--- config.mk ---
export PLATFORM = sky130hd
export DESIGN_NAME = up_down_mode_counter
export DESIGN_NICKNAME = d
export VERILOG_FILES = /design/src/rtl/up_down_mode_counter.sv
export SDC_FILE = /design/constraint.sdc
export NUM_CORES = 1
export LEC_CHECK = 0
export BUFFER_PORTS_ARGS = -buffer_cell sky130_fd_sc_hd__buf_4
export CORE_ASPECT_RATIO = 0.5
export CORE_MARGIN = 2
export CORE_UTILIZATION = 40
export CTS_CLUSTER_SIZE = 24
export DETAILED_ROUTE_END_ITERATION = 12
export PLACE_DENSITY = 0.71
export RECOVER_POWER = 25
export SLEW_MARGIN = 0
export SYNTH_ARGS = -nofsm -noshare
export SYNTH_HDL_FRONTEND = slang
export SYNTH_SLANG_ARGS = --single-unit
--- constraint.sdc ---
create_clock -name clock -period 3.5 [get_ports clock]
set_input_delay 0.7 -clock clock [delete_from_list [all_inputs] [get_ports clock]]
set_output_delay 0.7 -clock clock [all_outputs]
set_load 0.1 [all_outputs]
--- src/rtl/up_down_mode_counter.sv ---
// up_down_mode_counter: bounded up/down counter steered by a small direction FSM.
// Count range is [MIN_VAL, MAX_VAL]. A step either wraps modulo the range (WRAP=1)
// or saturates at the bound (WRAP=0). The counter also has a synchronous load and
// a clock enable.
// Ports:
//   clock, reset          - rising-edge clock, asynchronous active-high reset
//   enable                - advances the FSM and datapath; when low, everything holds
//   up, down              - direction requests (both high counts as a conflict)
//   load, load_value      - synchronous load, clamped to the range; has priority over enable
//   step                  - step magnitude, zero-extended
//   count, state          - registered count and FSM state (IDLE=00, UP=01, DOWN=10)
//   at_max, at_min        - combinational compares of the registered count against the bounds
//   overflow, underflow   - registered one-cycle pulses on a wrapping or clamping step
module up_down_mode_counter #(
    parameter int unsigned W       = 8,
    parameter int unsigned STEP_W  = 4,
    parameter int unsigned MIN_VAL = 0,
    parameter int unsigned MAX_VAL = 2**W - 1,
    parameter int unsigned WRAP    = 1
) (
    input  logic              clock,
    input  logic              reset,
    input  logic              enable,
    input  logic              up,
    input  logic              down,
    input  logic              load,
    input  logic [W-1:0]      load_value,
    input  logic [STEP_W-1:0] step,
    output logic [W-1:0]      count,
    output logic [1:0]        state,
    output logic              at_max,
    output logic              at_min,
    output logic              overflow,
    output logic              underflow
);

    // Two extra bits: one for carry out of the add, one for sign below zero.
    localparam int unsigned XW = W + 2;
    localparam logic signed [XW-1:0] MIN_X   = $signed(XW'(MIN_VAL));
    localparam logic signed [XW-1:0] MAX_X   = $signed(XW'(MAX_VAL));
    localparam logic signed [XW-1:0] RANGE_X = $signed(XW'(MAX_VAL - MIN_VAL + 1));

    typedef enum logic [1:0] {
        IDLE = 2'b00,
        UP   = 2'b01,
        DOWN = 2'b10
    } state_t;

    state_t          state_q, state_d;
    logic [W-1:0]    count_q, count_d;
    logic            overflow_d, underflow_d;
    logic            up_only, down_only;
    logic signed [XW-1:0] cur_x, step_x, sum_x, dif_x, load_x;

    assign up_only   = up & ~down;
    assign down_only = down & ~up;
    assign cur_x     = $signed(XW'(count_q));
    assign step_x    = $signed(XW'(step));
    assign sum_x     = cur_x + step_x;
    assign dif_x     = cur_x - step_x;
    assign load_x    = $signed(XW'(load_value));

    // Next-state and datapath. The step is applied according to the current
    // registered state, so a request moves the count one edge after it is seen.
    always_comb begin
        state_d     = state_q;
        count_d     = count_q;
        overflow_d  = 1'b0;
        underflow_d = 1'b0;

        if (load) begin
            state_d = IDLE;
            if (load_x > MAX_X)
                count_d = W'(MAX_VAL);
            else if (load_x < MIN_X)
                count_d = W'(MIN_VAL);
            else
                count_d = load_value;
        end else if (enable) begin
            case (state_q)
                IDLE: begin
                    if (up_only)
                        state_d = UP;
                    else if (down_only)
                        state_d = DOWN;
                    else
                        state_d = IDLE;
                end
                UP: begin
                    if (up_only)
                        state_d = UP;
                    else if (down_only)
                        state_d = DOWN;
                    else
                        state_d = IDLE;
                    if (sum_x > MAX_X) begin
                        overflow_d = 1'b1;
                        count_d    = (WRAP != 0) ? W'(sum_x - RANGE_X) : W'(MAX_VAL);
                    end else begin
                        count_d = W'(sum_x);
                    end
                end
                DOWN: begin
                    if (down_only)
                        state_d = DOWN;
                    else if (up_only)
                        state_d = UP;
                    else
                        state_d = IDLE;
                    if (dif_x < MIN_X) begin
                        underflow_d = 1'b1;
                        count_d     = (WRAP != 0) ? W'(dif_x + RANGE_X) : W'(MIN_VAL);
                    end else begin
                        count_d = W'(dif_x);
                    end
                end
                default: state_d = IDLE;
            endcase
        end
    end

    // State, count and event-flag registers.
    always_ff @(posedge clock or posedge reset) begin
        if (reset) begin
            state_q   <= IDLE;
            count_q   <= W'(MIN_VAL);
            overflow  <= 1'b0;
            underflow <= 1'b0;
        end else begin
            state_q   <= state_d;
            count_q   <= count_d;
            overflow  <= overflow_d;
            underflow <= underflow_d;
        end
    end

    assign count  = count_q;
    assign state  = 2'(state_q);
    assign at_max = (count_q == W'(MAX_VAL));
    assign at_min = (count_q == W'(MIN_VAL));

endmodule

==> metrics.md, run 1 <==
| Metric | Value |
|---|---|
| Status | `finished, final reports clean` |
| Post-CTS Hold Buffers | `0` |
| Routed vias/inst | `between 5 and 6` |
| Met3 Track Usage GR | `3.60%` |
| Global-route wire length before repair | `between 3 and 4 mm` |
| Slew Viols, Final | `0` |
| Number of synthesis warnings | `0` |
| Clk pin slew, worst setup/hold paths | `approximately 0.05 ns` |
| Synth cell types | `35` |
| Final critical-path required period | `around 2.5 ns` |
| GR Layer Usage met1 | `~22%` |
| Final Cell Area | `1330 µm²` |
| WL/cell | `12.6 µm` |
| Slew margin rel. | `between 60% and 70%` |
| Setup CP Type | `flop to primary output` |
| Synth area leader | `dfrtp_1` |
| Initial Utilization | `41.2%` |
| CTS resizes | `0` |
| Yosys reg bits | `12` |
| Final hold viol count | `0` |
| Post-CTS Setup Bufs | `0` |
| Placed insts | `around 190` |
| Dpl hpwl | `between 1.5 and 2 mm` |
| Main synth FF type | `dfrtp_1` |
| Die area | `around 3100 µm²` |
| Area post-placement | `1280 µm²` |
| WL final | `about 2.4 mm` |
| Fmax | `approximately 0.40 GHz` |
| Syn nets | `about 150` |
| Worst Setup SP | `count[4]` |
| Final Setup Violations | `0` |
| Area of the mapped netlist | `1040 µm²` |
| I/O pin total | `32` |
| Clk root buf | `clkbuf_8` |
| Max VDD drop | `between 0.15 and 0.2 mV` |
| CP Launch Type | `flop` |
| Internal Pwr Total | `about 320 µW` |
| Final sum of negative setup slack | `0 ns` |
| RSZ-0062 raised after global routing | `no` |
| Async SR Flop Fraction | `100%` |
| Clk sinks | `12` |
| Num CTS Buffers | `3` |
| Die Span Y | `40.1 µm` |
| Max Cap Violations | `0` |
| Largest net degree at the start of global routing | `19` |
| Most used routing layer | `met2` |
| Placement Rows | `13` |
| Layout cells sized above 1 | `~25%` |
| Vias in the first global route | `~860` |
| Sw Ratio | `41.6%` |
| Vias | `just under 1k` |
| Fin Clk Skew | `around 0.0012 ns` |
| Die W | `~76 µm` |
| Switching power | `229 µW` |
| Clock Power Share | `between 20 and 30%` |
| Tightest Pin Transition | `0.473 ns` |
| CTS Buffer Depth | `2` |
| Syn Inst Count | `between 100 and 150` |
| Most common cell in the synthesized netlist | `nand2_1` |
| Antenna Violating Nets Remaining | `0` |
| CTS tree | `yes` |
| Layout area overhead | `27.5%` |
| Clk Latency, worst-skew pair | `roughly 0.24 ns` |
| DRT Pass-1 Iters | `4` |
| Power per cell area | `slightly above 400 nW/µm²` |
| Seq pwr share | `30.8%` |
| Worst EP required | `~2.8 ns` |
| DRT iter0 DRCs | `26` |
| Endpoint type of the worst setup path | `primary output` |
| Post-synth top cells | `16 x nand2_1, 13 x inv_1, 12 x dfrtp_1` |
| Initial antenna violation count | `0` |
| Final worst-path cycle share | `between 70% and 80%` |
| P_leak | `about 0.64 nW` |
| Post-synth EDFFs | `0` |
| Post-synthesis sequential area ratio | `between 20% and 30%` |
| Worst R2R Start | `count[0]` |
| CORE AREA | `between 2000 and 3000 µm²` |
| H-tree levels | `1` |
| Worst min path class | `input pin to asynchronous set/reset pin` |
| Gr ovfl total | `0` |
| Share of the synthesized area in the top cell type | `28.7%` |
| DRC | `0` |
| Final GP Congestion | `0.767` |
| Worst Path Max Fanout | `10` |
| Gr usage total | `between 15 and 20%` |
| Number of inserted diodes | `0` |
| Syn Area/Cell | `between 8 and 9 µm²` |
| Crit path arrival time | `~1.8 ns` |
| Logic pwr share | `between 40% and 50%` |
| Finished Layout Cells | `roughly 190` |
| GR Util met2 | `between 30% and 40%` |
| Port Buf Inserts | `31` |
| Final #Nets | `approximately 190` |
| Area contributors post-synth | `dfrtp_1 29%, ha_1 9.6%, nand2_1 5.7%, a21oi_1 5.3%, inv_1 4.7%` |
cell usage in the layout (no fill, tap or decap), types with 2 or more instances in the layout:
cell | synthesis | routed
nand2_1 | 16 | 16
o21a_1 | 2 | 2
a31oi_1 | 2 | 2
nor2_1 | 8 | 7
or4_1 | 3 | 3
buf_4 | 0 | 30
or2b_1 | 2 | 2
inv_1 | 13 | 13
xnor2_1 | 4 | 4
fa_1 | 2 | 2
o221ai_1 | 3 | 3
a21oi_1 | 11 | 11
nand2b_1 | 3 | 3
dfrtp_1 | 12 | 12
nand3_1 | 3 | 3
clkbuf_8 | 0 | 4
o21ai_0 | 9 | 9
or3_1 | 2 | 2
ha_1 | 8 | 8
nor4_1 | 2 | 2
nand4b_1 | 2 | 2
logic make-up (layout without fill, tap and decap cells):
kind of cell             Yosys count  count (layout)  synth area share [%]
adder cells (fa/ha/maj)           10              10                  13.4
multiplexers                       1               1                 0.958
XOR/XNOR                           4               4                  3.35
flip-flops                        12              12                  28.7
AO/OA/AOI/OAI                     33              33                  19.8
AND/OR/NAND/NOR                   48              48                  24.4
buffers and inverters             18              48                  9.34
final cells by class:
type                       instances  area (µm²)
fill                             277        1200
inverter                          13        48.8
sequential                        12         300
clock buffer                       4        55.1
tap                               37        46.3
timing repair buffer              31         233
multi-input combinational         96         649
power by group through the flow:
stage / clock network (mW) / logic, mW / registers, mW
6_report: 0.154 / 0.227 / 0.169
5_1_grt: 0.163 / 0.245 / 0.172
4_1_cts: 0.160 / 0.228 / 0.169
3_5_place_dp: 0 / 0.227 / 0.171
3_3_place_gp: 0 / 0.224 / 0.171
2_1_floorplan: 0 / 0.0994 / 0.245
layer usage:
metal	wire, µm	up-vias	part of all wire (%)
li1	-	504	-
met1	1230	451	51
met2	1080	24	44
met3	110	2	4.5
met4	13	0	0.53
met5	0	-	0
worst paths after layout:
path	endpoint	slack, ns	cells after the start
hold / removal	count[4]	0.47	2
hold reg to reg	count[7]	0.59	2
max in group asynchronous	count[6]	2.71	2
setup reg to reg	count[6]	1.46	9
setup / recovery	at_min	1.02	3
min in group clock	count[7]	0.59	2
state kept, by name, summed over array words and instances, names as in the netlist:
signal     cells
count          8
overflow       1
state          2
underflow      1
per-stage QoR:
| step | total power, mW | util (%) | setup slack (ns) | hold slack (ns) |
|---|---|---|---|---|
| final | 0.550 | 52.5 | 1.02 | 0.472 |
| after global routing | 0.580 | 52.5 | 0.974 | 0.521 |
| after CTS | 0.558 | 52.5 | 1.01 | 0.488 |
| after detailed placement | 0.399 | 50.3 | 1.11 | 0.575 |
| after global placement | 0.395 | 50.3 | 1.16 | 0.560 |
| after floorplan | 0.344 | - | 0.101 | 0.565 |
worst max-delay path, stage by stage (launching register included):
cell and delay [ns]:
dfrtp_1 0.49, or4_1 0.62, nor2_2 0.13, buf_4 0.29
(Power assumes the default switching activity.)
==> inputs of run 2 (changes only) <==
- clock period: 3.5 -> 2.3 ns (I/O delays scaled with it)
==> metrics.md, run 2 (synthesized netlist as in run 1, its figures left out) <==
| Metric | Value |
|---|---|
| Worst R2R Start | `count[0] (unchanged)` |
| Placement Rows | `13 (unchanged)` |
| Gr ovfl total | `0 (unchanged)` |
| Final Setup Violations | `0 (unchanged)` |
| CTS Buffer Depth | `2 (unchanged)` |
| H-tree levels | `1 (unchanged)` |
| Clk root buf | `clkbuf_8 (unchanged)` |
| Crit path arrival time | `1.71 ns (was 1.78 ns)` |
| Finished Layout Cells | `195 (was 193)` |
| RSZ-0062 raised after global routing | `no (unchanged)` |
| Final worst-path cycle share | `94.3%` |
| WL/cell | `12.4 µm (was 12.6 µm)` |
| Commonest non-fill, non-tap cell in the layout | `buf_4 (unchanged)` |
| Post-CTS Setup Bufs | `0 (unchanged)` |
| Final Cell Area | `1360 µm² (was 1330 µm²)` |
| Setup CP Type | `flop to primary output (unchanged)` |
| Endpoint type of the worst setup path | `primary output (unchanged)` |
| Global-route wire length before repair | `4.19 mm (was 3.94 mm)` |
| Final GP Congestion | `0.887 (was 0.767)` |
| Worst Setup EP | `at_min (unchanged)` |
| Gr usage total | `17.8% (was 16.9%)` |
| CORE AREA | `2540 µm² (unchanged)` |
| WL final | `2.42 mm (was 2.44 mm)` |
| Final #Nets | `187 (was 185)` |
| Final hold viol count | `0 (unchanged)` |
| Power, Total | `812 µW (was 550 µW)` |
| Die area | `3060 µm² (unchanged)` |
| Port Buf Inserts | `31 (unchanged)` |
| RR Endpoint | `count[4] (was count[6])` |
| Hold WS | `0.234 ns (was 0.472 ns)` |
| Max Cap Violations | `0 (unchanged)` |
| Worst Path Max Fanout | `10 (unchanged)` |
| R2r setup slk | `0.21 ns (was 1.46 ns)` |
| DRT iter0 DRCs | `60 (was 26)` |
| Placed insts | `191 (was 189)` |
| DRC | `0 (unchanged)` |
| Worst r2r path cells | `8 (was 9)` |
| DRT Pass-1 Iters | `4 (unchanged)` |
| Vias in the first global route | `917 (was 859)` |
| Initial Utilization | `41.2% (unchanged)` |
| Fin Clk Skew | `0.00674 ns (was 0.00123 ns)` |
| Routed vias/inst | `5.15 (was 5.08)` |
| FF+latch area | `309 µm² (was 300 µm²)` |
| Clk pin slew, worst setup/hold paths | `0.06 ns (was 0.05 ns)` |
| I/O pin total | `32 (unchanged)` |
| Post-CTS Hold Buffers | `0 (unchanged)` |
| Area post-placement | `1310 µm² (was 1280 µm²)` |
| Fmax | `0.461 GHz` |
| Worst EP required | `1.84 ns (was 2.80 ns)` |
| Status | `finished, final reports clean (unchanged)` |
| Die W | `76.3 µm (unchanged)` |
| Layout area overhead | `30.1% (was 27.5%)` |
| Power per cell area | `598 nW/µm² (was 413 nW/µm²)` |
| Max VDD drop | `0.268 mV (was 0.167 mV)` |
| Final critical-path required period | `2.17 ns` |
| Tightest Pin Transition | `0.490 ns (was 0.473 ns)` |
| Initial antenna violation count | `0 (unchanged)` |
| Commonest cells after routing, fill and taps aside | `32 x buf_4, 16 x nand2_1, 13 x inv_1 (was 30 x buf_4, 16 x nand2_1, 13 x inv_1)` |
| Multi-input logic area | `662 µm² (was 649 µm²)` |
| Die Span Y | `40.1 µm (unchanged)` |
| Worst Setup SP | `count[4] (unchanged)` |
| Slowest cell on crit path | `or4_1 (unchanged)` |
| Clk sinks | `12 (unchanged)` |
| P_leak | `0.631 nW (was 0.636 nW)` |
| Slew margin rel. | `67.1% (was 68.4%)` |
| Num CTS Buffers | `3 (unchanged)` |
| Worst-path cell chain | `or4_1, nor2_4, buf_4 (was or4_1, nor2_2, buf_4)` |
| CP Launch Type | `flop (unchanged)` |
| Clk Latency, worst-skew pair | `0.24 ns (about the same)` |
| Dpl hpwl | `1.91 mm (was 1.90 mm)` |
| Max reg flops | `8 (unchanged)` |
| Number of inserted diodes | `0 (unchanged)` |
| Worst min path class | `input pin to asynchronous set/reset pin (unchanged)` |
| Fillers | `257 (was 277)` |
| CTS resizes | `0 (unchanged)` |
| Slew Viols, Final | `0 (unchanged)` |
| Antenna Violating Nets Remaining | `0 (unchanged)` |
| Largest net degree at the start of global routing | `19 (unchanged)` |
| Vias | `1004 (was 981)` |
| CTS tree | `yes (unchanged)` |
| Slowest stage delay, CP | `0.62 ns (about the same)` |
| Layout cells sized above 1 | `30.4% (was 25.0%)` |
[run 2: cell count changes in the layout (fill, tap and decap cells not counted), sizes merged]
cell,previous run,this run
buf,30,32
[run 2: worst max-delay path: cells and delay by family, from the launching register on]
family	cells	cell delay, ns
buffers and inverters	1	0.29
DFF	1	0.46
and+or+nand+nor	2	0.73
[run 2: power breakdown]
part	total (mW)	switching [mW]	leakage (nW)	internal, mW
clock	0.201	0.0792	0.0228	0.122
combinational	0.351	0.238	0.464	0.112
sequential	0.260	0.0293	0.144	0.231
[run 2: final cells by class]
type	instances	area share [%]
Inverter	13	3.59
Timing Repair Buffer	33	18.2
Multi-Input combinational cell	96	48.7
Clock buffer	4	3.31
Sequential cell	12	22.7
Tap cell	37	3.41
[run 2: how the worst min path moves through the flow]
| stage | startpoint | to | slack (ns) | cells past startpoint |
|---|---|---|---|---|
| 2_1_floorplan | reset | count[7] | 0.32 | 1 |
| 3_3_place_gp | reset | state[0] | 0.50 | 2 |
| 3_5_place_dp | reset | state[1] | 0.51 | 2 |
| 4_1_cts | reset | count[7] | 0.25 | 2 |
| 5_1_grt | reset | count[7] | 0.28 | 2 |
| 6_report | reset | count[7] | 0.23 | 2 |
[run 2: per-layer routing]
| metal | global-route usage (%) | vias up | wire length [µm] |
|---|---|---|---|
| met5 | 0 | - | 0 |
| met4 | 2.73 | 0 | 10 |
| met3 | 2.93 | 2 | 102 |
| met2 | 30.3 | 27 | 1100 |
| met1 | 24.9 | 467 | 1200 |
| li1 | - | 508 | - |
[run 2: through the flow]
| stage | setup WS (ns) | utilization, % | TNS, ns |
|---|---|---|---|
| 2_1_floorplan | -0.0475 | - | -0.0475 |
| 3_3_place_gp | 0.176 | 51.8 | 0 |
| 3_5_place_dp | 0.136 | 51.8 | 0 |
| 4_1_cts | 0.128 | 53.6 | 0 |
| 5_1_grt | 0.0592 | 53.6 | 0 |
| 6_report | 0.132 | 53.6 | 0 |
==> inputs of run 3 (changes only) <==
- ABC_AREA: not set -> 1
- PLACE_DENSITY: 0.71 -> 0.69
==> metrics.md, run 3 <==
| Metric | Value |
|---|---|
| Area contributors post-synth | `dfrtp_1 25%, nand2_1 14%, ha_1 8.4%, nand3_1 7.9%, inv_1 6.6% (was dfrtp_1 29%, ha_1 9.6%, nand2_1 5.7%, a21oi_1 5.3%, inv_1 4.7%)` |
| Final GP Congestion | `0.898 (was 0.887)` |
| Die area | `3470 µm² (was 3060 µm²)` |
| Pre-CTS setup slack | `0.239 ns (was 0.136 ns)` |
| Initial Utilization | `44.1% (was 41.2%)` |
| Async SR Flop Fraction | `100% (unchanged)` |
| Antenna Violating Nets Remaining | `0 (unchanged)` |
| Final Setup Violations | `0 (unchanged)` |
| Multi-input logic area | `771 µm² (was 662 µm²)` |
| CORE AREA | `2720 µm² (was 2540 µm²)` |
| Final critical-path required period | `2.01 ns (was 2.17 ns)` |
| Area of the mapped netlist | `1200 µm² (was 1040 µm²)` |
| Crit path arrival time | `1.55 ns (was 1.71 ns)` |
| DRT iter0 DRCs | `106 (was 60)` |
| Vias | `1222 (was 1004)` |
| Vias in the first global route | `1058 (was 917)` |
| I/O pin total | `32 (unchanged)` |
| Share of the synthesized area in the top cell type | `25.1% (was 28.7%)` |
| Final core occ | `55.5% (was 53.6%)` |
| CP Launch Type | `flop (unchanged)` |
| Layout area overhead | `25.8% (was 30.1%)` |
| Worst Path Max Fanout | `9 (was 10)` |
| WL/cell | `13.0 µm (was 12.4 µm)` |
| DRC | `0 (unchanged)` |
| Routed vias/inst | `5.13 (was 5.15)` |
| H-tree levels | `1 (unchanged)` |
| Number of inserted diodes | `0 (unchanged)` |
| Syn nets | `200 (was 154)` |
| Gr ovfl total | `0 (unchanged)` |
| Port Buf Inserts | `31 (unchanged)` |
| Slack of the critical path | `0.285 ns (was 0.132 ns)` |
| Largest net degree at the start of global routing | `14 (was 19)` |
| Commonest cells after routing, fill and taps aside | `45 x nand2_1, 30 x buf_4, 21 x inv_1 (was 32 x buf_4, 16 x nand2_1, 13 x inv_1)` |
| Number of synthesis warnings | `0 (unchanged)` |
| Gr usage total | `20.0% (was 17.8%)` |
| Slew Viols, Final | `0 (unchanged)` |
| Finished Layout Cells | `238 (was 195)` |
| Clk sinks | `12 (unchanged)` |
| Slew margin rel. | `67.2% (was 67.1%)` |
| Post-CTS Setup Bufs | `0 (unchanged)` |
| Fmax | `0.496 GHz (was 0.461 GHz)` |
| Tightest Pin Transition | `0.491 ns (was 0.490 ns)` |
| Endpoint type of the worst setup path | `primary output (unchanged)` |
| Slowest stage delay, CP | `0.48 ns (was 0.62 ns)` |
| Fin Clk Skew | `0.00594 ns (was 0.00674 ns)` |
| Worst min path class | `input pin to asynchronous set/reset pin (unchanged)` |
| Synth area leader | `dfrtp_1 (unchanged)` |
| Layout cells sized above 1 | `29.4% (was 30.4%)` |
| Post-synthesis sequential area ratio | `25.1% (was 28.7%)` |
| Commonest non-fill, non-tap cell in the layout | `nand2_1 (was buf_4)` |
| Final #Nets | `230 (was 187)` |
| Hold WS | `0.237 ns (was 0.234 ns)` |
| Clk pin slew, worst setup/hold paths | `0.06 ns (about the same)` |
| CTS resizes | `0 (unchanged)` |
| Status | `finished, final reports clean (unchanged)` |
| Yosys reg bits | `12 (unchanged)` |
| Dpl hpwl | `2.42 mm (was 1.91 mm)` |
| DRT Pass-1 Iters | `4 (unchanged)` |
| Slowest cell on crit path | `dfrtp_2 (was or4_1)` |
| Syn Area/Cell | `6.96 µm² (was 8.29 µm²)` |
| Power, Total | `1.04 mW (was 812 µW)` |
| Die Span Y | `42.7 µm (was 40.1 µm)` |
| Clk Latency, worst-skew pair | `0.25 ns (was 0.24 ns)` |
| Setup CP Type | `flop to primary output (unchanged)` |
| Initial antenna violation count | `0 (unchanged)` |
| Final worst-path cycle share | `87.6% (was 94.3%)` |
| Max reg flops | `8 (unchanged)` |
| Post-CTS Hold Buffers | `0 (unchanged)` |
| Placement Rows | `13 (unchanged)` |
| Worst-path cell chain | `nor2_1, nand3_1, nor3_4, buf_4 (was or4_1, nor2_4, buf_4)` |
| Synth cell types | `30 (was 35)` |
| WL final | `3.09 mm (was 2.42 mm)` |
| CTS tree | `yes (unchanged)` |
| Worst EP required | `1.84 ns (about the same)` |
| Power per cell area | `692 nW/µm² (was 598 nW/µm²)` |
| Die W | `81.4 µm (was 76.3 µm)` |
| Global-route wire length before repair | `5.16 mm (was 4.19 mm)` |
| Syn Inst Count | `172 (was 126)` |
| FF+latch area | `308 µm² (was 309 µm²)` |
| Max VDD drop | `0.291 mV (was 0.268 mV)` |
| R2r setup slk | `0.36 ns (was 0.21 ns)` |
| Post-synth top cells | `45 x nand2_1, 21 x inv_1, 19 x nand3_1 (was 16 x nand2_1, 13 x inv_1, 12 x dfrtp_1)` |
| CTS Buffer Depth | `2 (unchanged)` |
| Num CTS Buffers | `3 (unchanged)` |
| P_leak | `0.771 nW (was 0.631 nW)` |
| Final hold viol count | `0 (unchanged)` |
| Main synth FF type | `dfrtp_1 (unchanged)` |
| Post-synth EDFFs | `0 (unchanged)` |
| Clk root buf | `clkbuf_8 (unchanged)` |
| RSZ-0062 raised after global routing | `no (unchanged)` |
| Placed insts | `234 (was 191)` |
| Fillers | `253 (was 257)` |
| Most common cell in the synthesized netlist | `nand2_1 (unchanged)` |
| Max Cap Violations | `0 (unchanged)` |
-- run 3: cells by family (layout without fill, tap and decap cells) --
kind of cell / Yosys count / count (layout) / share of synthesized area [%]
xor+xnor: 1 / 1 / 0.732
flops: 12 / 12 / 25.1
simple gates: 93 / 93 / 36.5
fa+ha+maj: 10 / 10 / 11.7
buf+inv: 31 / 60 / 12.1
compound gates: 25 / 25 / 13.9
-- run 3: final timing paths --
check | endpoint | depth (start not counted) | start
max | at_min | 4 | count[4]
min | count[3] | 2 | reset
max reg2reg | count[4] | 9 | count[0]
min reg2reg | count[7] | 2 | count[7]
max in group asynchronous | count[1] | 2 | reset
min in group clock | count[2] | 3 | load_value[2]
-- run 3: power breakdown --
part	switching [mW]	internal, mW
registers	0.0422	0.238
logic	0.378	0.146
clock network	0.0870	0.152
total	0.507	0.535
-- run 3: area by class of cell --
class                      instances  share of cell area (%)
multi-input combinational        129                    51.2
clock buffer                       4                    3.65
sequential                        12                    20.4
tap                               37                    3.07
timing repair buffer              31                    15.4
inverter                          25                    6.23
-- run 3: critical path, delay by kind of cell (launching register included) --
family / cells / cell delay (ns)
simple gates: 3 / 0.52
buf+inv: 1 / 0.31
flops: 1 / 0.48
-- run 3: through the flow --
stage / TNS, ns / area [µm²]
after floorplan: -0.0450 / 1220
final: 0 / 1510
after detailed placement: 0 / 1450
after global routing: 0 / 1510
after CTS: 0 / 1510
after global placement: 0 / 1450
-- run 3: metal layers --
| metal | global-route usage (%) | share of wire [%] |
|---|---|---|
| met4 | 5.08 | 0.94 |
| met3 | 4.04 | 9.0 |
| met5 | 0 | 0 |
| met2 | 27.0 | 39 |
| met1 | 31.4 | 51 |
